File: config.mk
export PLATFORM = sky130hd
export DESIGN_NAME = reg_write_arbiter_flat
export DESIGN_NICKNAME = d
export VERILOG_FILES = /design/src/rtl/reg_write_arbiter_if.sv /design/src/rtl/reg_write_arbiter.sv /design/src/flat_wrapper.sv
export SDC_FILE = /design/constraint.sdc
export NUM_CORES = 1
export LEC_CHECK = 0
export ABC_CLOCK_PERIOD_IN_PS = 3700
export BUFFER_PORTS_ARGS = -buffer_cell sky130_fd_sc_hd__buf_2
export CAP_MARGIN = 20
export CORE_AREA = 2 2 130 132
export CTS_CLUSTER_SIZE = 20
export DETAILED_ROUTE_END_ITERATION = 10
export DIE_AREA = 0 0 132 134
export PLACE_DENSITY = 0.59
export SLEW_MARGIN = 0
export SYNTH_ARGS = -nofsm -noshare
export SYNTH_HDL_FRONTEND = slang
export SYNTH_SLANG_ARGS = --single-unit
File: constraint.sdc
create_clock -name clk -period 3.7 [get_ports clk]
set_clock_uncertainty 0.2 [all_clocks]
set_input_delay 0.925 -clock clk [delete_from_list [all_inputs] [get_ports clk]]
set_output_delay 0.925 -clock clk [all_outputs]
set_load 0.02 [all_outputs]
File: src/rtl/reg_write_arbiter_if.sv
// Write-request bundle between four requesters and the register arbiter.
// The requester side drives req/hold/wdata; the arbiter drives the rest.
interface reg_write_arbiter_if #(
    parameter int WIDTH = 64
);
    logic [3:0]         req;
    logic [3:0]         hold;
    logic [4*WIDTH-1:0] wdata;
    logic [3:0]         gnt;
    logic               en_reg;
    logic [WIDTH-1:0]   d_in;
    logic               busy;

    modport master (
        output req, hold, wdata,
        input  gnt, en_reg, d_in, busy
    );

    modport slave (
        input  req, hold, wdata,
        output gnt, en_reg, d_in, busy
    );
endinterface

File: src/rtl/reg_write_arbiter.sv
// Round-robin arbiter sharing one register write port among four requesters,
// with bounded ownership bursts and fully registered outputs.
module reg_write_arbiter #(
    parameter int WIDTH    = 64,
    parameter int MAX_HOLD = 4
) (
    input logic               clk,
    input logic               rst,
    reg_write_arbiter_if.slave bus
);
    typedef enum logic {IDLE, GRANT} state_e;

    state_e           state_q, state_d;
    logic [1:0]       ptr_q, ptr_d;
    logic [1:0]       owner_q, owner_d;
    logic [3:0]       cnt_q, cnt_d;
    logic [3:0]       gnt_q, gnt_d;
    logic             en_q, en_d;
    logic [WIDTH-1:0] d_q, d_d;

    logic       cont;
    logic       found;
    logic [1:0] arb_ptr;
    logic [1:0] pick;
    logic [1:0] idx;

    always_comb begin
        state_d = state_q;
        ptr_d   = ptr_q;
        owner_d = owner_q;
        cnt_d   = cnt_q;
        gnt_d   = '0;
        en_d    = 1'b0;
        d_d     = d_q;
        found   = 1'b0;
        pick    = '0;
        idx     = '0;

        cont = (state_q == GRANT)
             && bus.req[owner_q]
             && bus.hold[owner_q]
             && (cnt_q < 4'(MAX_HOLD - 1));

        // On release the old owner drops to lowest priority immediately.
        arb_ptr = (state_q == GRANT) ? owner_q + 2'd1 : ptr_q;

        for (int i = 0; i < 4; i++) begin
            idx = arb_ptr + 2'(i);
            if (!found && bus.req[idx]) begin
                found = 1'b1;
                pick  = idx;
            end
        end

        if (cont) begin
            cnt_d = cnt_q + 4'd1;
            gnt_d = 4'b0001 << owner_q;
            en_d  = 1'b1;
            d_d   = bus.wdata[owner_q*WIDTH +: WIDTH];
        end else begin
            if (state_q == GRANT)
                ptr_d = arb_ptr;
            if (found) begin
                state_d = GRANT;
                owner_d = pick;
                cnt_d   = '0;
                gnt_d   = 4'b0001 << pick;
                en_d    = 1'b1;
                d_d     = bus.wdata[pick*WIDTH +: WIDTH];
            end else begin
                state_d = IDLE;
            end
        end
    end

    always_ff @(posedge clk) begin
        if (rst) begin
            state_q <= IDLE;
            ptr_q   <= '0;
            owner_q <= '0;
            cnt_q   <= '0;
            gnt_q   <= '0;
            en_q    <= 1'b0;
            d_q     <= '0;
        end else begin
            state_q <= state_d;
            ptr_q   <= ptr_d;
            owner_q <= owner_d;
            cnt_q   <= cnt_d;
            gnt_q   <= gnt_d;
            en_q    <= en_d;
            d_q     <= d_d;
        end
    end

    assign bus.gnt    = gnt_q;
    assign bus.en_reg = en_q;
    assign bus.d_in   = d_q;
    assign bus.busy   = (state_q == GRANT);
endmodule

File: src/flat_wrapper.sv
// flat-port wrapper written by rule: the top's interface ports become plain ports
module reg_write_arbiter_flat 
#(
    parameter int WIDTH    = 64,
    parameter int MAX_HOLD = 4
)
  (clk, rst, bus_req, bus_hold, bus_wdata, bus_gnt, bus_en_reg, bus_d_in, bus_busy);
  reg_write_arbiter_if #(.WIDTH(WIDTH)) bus_i ();
  input logic clk;
  input logic rst;
  input wire logic [$bits(bus_i.req)-1:0] bus_req;
  input wire logic [$bits(bus_i.hold)-1:0] bus_hold;
  input wire logic [$bits(bus_i.wdata)-1:0] bus_wdata;
  output wire logic [$bits(bus_i.gnt)-1:0] bus_gnt;
  output wire logic [$bits(bus_i.en_reg)-1:0] bus_en_reg;
  output wire logic [$bits(bus_i.d_in)-1:0] bus_d_in;
  output wire logic [$bits(bus_i.busy)-1:0] bus_busy;
  assign bus_i.req = bus_req;
  assign bus_i.hold = bus_hold;
  assign bus_i.wdata = bus_wdata;
  assign bus_gnt = bus_i.gnt;
  assign bus_en_reg = bus_i.en_reg;
  assign bus_d_in = bus_i.d_in;
  assign bus_busy = bus_i.busy;
  reg_write_arbiter #(.WIDTH(WIDTH), .MAX_HOLD(MAX_HOLD)) u_core (.clk(clk), .rst(rst), .bus(bus_i));
endmodule
[Word level (Yosys, flattened, before mapping)]
Cells that the tools add are included.
Word-level totals
  latch bits: 0
  word-level logic and storage cells: 64
  memory bits (read-only): 0
  memories: 0
  output and inout port bits: 70
  input port bits: 266
  bits in registers: 78
  bits in writable memories: 0
Cells by class
  multiply operators: 0
  divide/modulo/power cells: 0
  $add $sub $neg: 5
  order comparisons: 6
  shifts and indexed selects: 4
  bitwise logic cells: 1
  reduce and logical (&&, ||, !) cells: 12
  multiplexer cells: 29
  equality and inequality tests: 0
Operators by type and width (count)
  $shiftx 256x9->64: 2
  $mux 64: 2
  $mux 4: 4
  $lt 2x3->1 const B: 5
  $bmux 1 s2: 6
  $mux 1: 12
  $mux 2: 5
  $shl 1x2->4 const A: 2
  $logic_and 1x1->1: 6
  $add 2x1->2 const B: 2
  $add 2x2->2 const B: 2
  $add 4x1->4 const B: 1
  $lt 4x2->1 const B: 1
  $reduce_and 2->1: 2
  $logic_not 1->1: 3
  $reduce_bool 2->1: 1
  $not 1->1: 1

[Logic depth before layout (Yosys ltp)]
  word-level depth: 17
  mapped depth: 11
  mapped depth without buffers: 8

[Worst setup path before layout]
No wires, ideal clock.
  path type: input to register
  from: in bus_req[3]
  to: reg u_core.d_q[35], in the netlist u_core.bus.d_in[35]
  library setup time: 0.129 ns
  data required time: 3.371 ns
  arrival time: 2.793 ns
  buffers on the path: 4
  setup slack: 0.578 ns
  cell stages on the path: 10
  cells stage by stage: clkbuf_1 -> nand3_1 -> o211ai_1 -> and2_1 -> buf_4 -> o31ai_1 -> buf_2 -> buf_2 -> mux2i_1 -> o221ai_2
Between the ends
  word-level cells in the longest chain between the ends: 15
  elaborated cells between the ends (all ways): 31
  classes of those cells: shift: 1; mux: 20; reduce/logical: 10
Ends and longest elaborated chain
  from (decl): line flat_wrapper.sv:11  | input wire logic [$bits(bus_i.req)-1:0] bus_req;
  $bmux 1 s2: line reg_write_arbiter.sv:49  | if (!found && bus.req[idx]) begin
  $mux 1 (not written as such): line reg_write_arbiter.sv:49
  $mux 1: line reg_write_arbiter.sv:49
  $logic_not 1->1: line reg_write_arbiter.sv:49
  $logic_and 1x1->1: line reg_write_arbiter.sv:49
  $mux 1: line reg_write_arbiter.sv:49
  $logic_not 1->1: line reg_write_arbiter.sv:49
  $logic_and 1x1->1: line reg_write_arbiter.sv:49
  $mux 1: line reg_write_arbiter.sv:49
  $logic_not 1->1: line reg_write_arbiter.sv:49
  $logic_and 1x1->1: line reg_write_arbiter.sv:49
  $mux 2: line reg_write_arbiter.sv:49
  $shiftx 256x9->64: line reg_write_arbiter.sv:69  | d_d = bus.wdata[pick*WIDTH +: WIDTH];
  $mux 64: line reg_write_arbiter.sv:63  | if (found) begin
  $mux 64: line reg_write_arbiter.sv:55  | if (cont) begin
  to (signal assigned): line reg_write_arbiter.sv:84  | d_q <= '0;
  to (signal assigned): line reg_write_arbiter.sv:92  | d_q <= d_d;
  to (decl): line reg_write_arbiter.sv:19  | logic [WIDTH-1:0] d_q, d_d;
Several ways; a longest one is shown, not always the timed one. The select of a mux whose other input is x is not followed.
A chain may end at the register's enable or synchronous reset.

[Worst setup path in the final report]
  from: reg u_core.owner_q[1]
  to: reg u_core.d_q[6], in the netlist u_core.bus.d_in[6]
Between the ends
  word-level cells in the longest chain between the ends: 17
  elaborated cells between the ends (all ways): 39
  classes of those cells: add/sub: 4; shift: 2; mux: 23; reduce/logical: 10
Ends and longest elaborated chain
  from (decl): line reg_write_arbiter.sv:15  | logic [1:0] owner_q, owner_d;
  from (signal assigned): line reg_write_arbiter.sv:88  | owner_q <= owner_d;
  branches (longest 17 deep; another with $add 2x1->2)
Parallel ways; which one is timed is not known. The select of a mux whose other input is x is not followed.

==> impl_metrics.py <==
metrics = {
    "yosys": {
        "netlist_instances": 454,
        "async_flop_share": 0,
        "syn_nets": 725,
        "ys_seq_area_frac": 0.329,
        "synth.cell_area_sq_um": 4740,
        "ys_types": 35,
        "synth_flop_cell": "dfxtp_1",
        "ys_warn_count": 0,
        "synth_edf_count": 0,
        "synth-seq-cells": 78,
        "syn_area_per_cell_sq_um": 10.4,
    },
    "route": {
        "routed_wl_um": 15200,
        "drt_pass1_iterations": 6,
        "avgRoutedWirePerCell_um": 15.2,
        "avgViaCountPerCell": 4.72,
        "ant_nets": 0,
        "drtIter0Drc": 135,
        "via_count": 4716,
        "remaining_drc_errors": 0,
    },
    "clock_tree": {
        "post_cts_buffers": 0,
        "clock-sinks": 78,
        "root_buffer": "clkbuf_16",
        "h-tree-depth": 3,
        "clockBufferDepth": 2,
        "cts_tree": "built",
        "clock_latency_ns": 0.33,
        "cts_made_buffers": 9,
        "path_clk_slew_ns": 0.06,
        "ctsResizeCount": 0,
        "hold_buffers": 0,
    },
    "timing": {
        "rsz0062_at_grt": "no",
        "relSlewSlack": 0.594,
        "worst_pin_slew_ns": 0.592,
        "setup_viol": 0,
        "hold_slack_ns": 0.251,
        "slew_viol_final": 0,
        "fin_setup_tns_ns": 0,
        "hold_viol_final": 0,
        "fin_crit_ns": 3.33,
        "fin_crit_sh": 0.899,
        "fmax_mhz": 301,
    },
    "run": {
        "drv_cap": 0,
    },
    "global_route": {
        "grt_max_degree": 47,
        "grt_usage": 0.168,
        "grt_pass1_wl_um": 23900,
        "antenna_found_initial": 0,
        "grt-ovfl-total": 0,
        "grt_pass1_vias": 4785,
    },
    "layout": {
        "final_cell_mix": "335 x buf_2, 129 x mux2i_1, 78 x dfxtp_1, 74 x nand2_1, 60 x o221ai_2",
        "final_util": 0.430,
        "largest_reg_flops": 64,
        "fin_nets": 1045,
        "layout_commonest_cell": "buf_2",
        "diodes": 0,
        "syn_to_final_growth_pct": 47.6,
        "drive_above_1_share": 0.549,
    },
    "placement": {
        "gp_congestion": 0.854,
        "numPortBuffers": 335,
        "dp_hpwl_um": 11900,
    },
    "floorplan": {
        "die_h_um": 134,
        "initial_core_util": 0.291,
        "design.core.area_sq_um": 16300,
        "rows": 47,
        "pin_count": 336,
        "die_w_um": 132,
        "die_area_sq_um": 17700,
    },
    "pwr": {
        "p_per_area_nw_per_um2": 486,
        "seqPwrFrac": 0.316,
        "p_leak_nw": 3.37,
        "swShare": 0.348,
        "p_clk_frac": 0.280,
        "combPwrFrac": 0.404,
        "p_sw_mw": 1.18,
        "peakVddDrop_mv": 0.219,
        "power.internal_mw": 2.22,
    },
    "setup_path": {
        "crit_fanout": 25,
        "worstPathRequired_ns": 3.75,
        "crit_path_end_kind": "register",
        "critPathSlowestCell": "or4_4",
        "startpoint_type": "register",
        "arrival_ns": 3.38,
        "cp_cell_sequence": "inv_1, ha_1, mux2i_1, nor4_1, o21ai_0, a21oi_2, or4_4, buf_4, o221ai_2",
        "cp_slowest_stage_delay_ns": 0.52,
        "worstSetupPathType": "register to register",
    },
    "worst_hold_path": {
        "hold_class": "register to register",
    },
    "run_status": {
        "status": "finished clean",
    },
}
## worst paths after layout
check	slack (ns)	cells after the start	from	end
worst max-delay path	0.37	9	u_core.owner_q[1]	u_core.bus.d_in[6]
worst min-delay path	0.25	2	u_core.bus.d_in[18]	u_core.bus.d_in[18]
worst max register to register	0.37	9	u_core.owner_q[1]	u_core.bus.d_in[6]
worst min register to register	0.25	2	u_core.bus.d_in[18]	u_core.bus.d_in[18]
## layer usage
layer  wire length (um)  vias to the layer above  GRT usage  part of all wire
li1                   -                     2368          -                 -
met1               6250                     2118      0.191              0.41
met2               7440                      199      0.294              0.49
met3               1090                       31     0.0529             0.072
met4                419                        0     0.0616             0.028
met5                  0                        -          0                 0
## final cells by class
| type | count | area, sq um |
|---|---|---|
| fill | 1629 | 9290 |
| clock buffer | 13 | 250 |
| multi-input combinational | 334 | 2970 |
| timing repair buffer | 348 | 1860 |
| sequential | 78 | 1560 |
| tap | 220 | 275 |
| inverter | 3 | 11.3 |
| clock inverter | 3 | 67.6 |
## Yosys cell counts, types with 2 or more instances
library cell,count,share of area
o21a_1,2,0.0032
clkbuf_1,11,0.0087
and2_1,5,0.0066
dfxtp_1,78,0.33
nand3_1,6,0.0063
a21oi_1,14,0.015
o31ai_1,2,0.0032
nand2_1,74,0.059
mux2i_1,129,0.27
buf_6,7,0.017
nor4_1,2,0.0026
o221ai_2,60,0.19
ha_1,5,0.013
o221ai_1,4,0.0074
inv_1,3,0.0024
nor2_1,11,0.0087
o21ai_0,3,0.0032
buf_2,19,0.020
buf_4,2,0.0032
o211ai_1,2,0.0032
## metrics by stage
stage                     setup WS (ns)  instance area (sq um)  power (mW)  cells
after floorplan                   0.578                   4740        2.01    454
after global placement            0.389                   6680        2.48    983
after detailed placement          0.355                   6680        2.48    983
after CTS                         0.381                   7000        3.46    999
after global routing              0.104                   7000        3.60    999
final                             0.374                   7000        3.40    999
## critical path: cells and delay by family (launching register included)
| family | cells | cell delay [ns] |
|---|---|---|
| AOI/OAI and AO/OA | 3 | 0.75 |
| adders and majority gates | 1 | 0.32 |
| buffers and inverters | 2 | 0.41 |
| DFF | 1 | 0.41 |
| muxes | 1 | 0.50 |
| and+or+nand+nor | 2 | 0.63 |
## kinds of logic (layout without fill, tap and decap cells)
family	after synthesis	after routing	share of synthesized area
muxes	130	130	0.275
AOI/OAI and AO/OA	95	95	0.239
and+or+nand+nor	104	104	0.0921
adders and majority gates	5	5	0.0132
buffers and inverters	42	367	0.0510
DFF	78	78	0.329
## power by group through the flow
stage          Sequential (mW)  Combinational, mW  Clock, mW
2_1_floorplan             1.26              0.747          0
3_3_place_gp              1.09               1.39          0
3_5_place_dp              1.09               1.39          0
4_1_cts                   1.08               1.39      0.991
5_1_grt                   1.09               1.48       1.03
6_report                  1.08               1.37      0.952
Note: power is estimated with default switching activity, not from simulation.
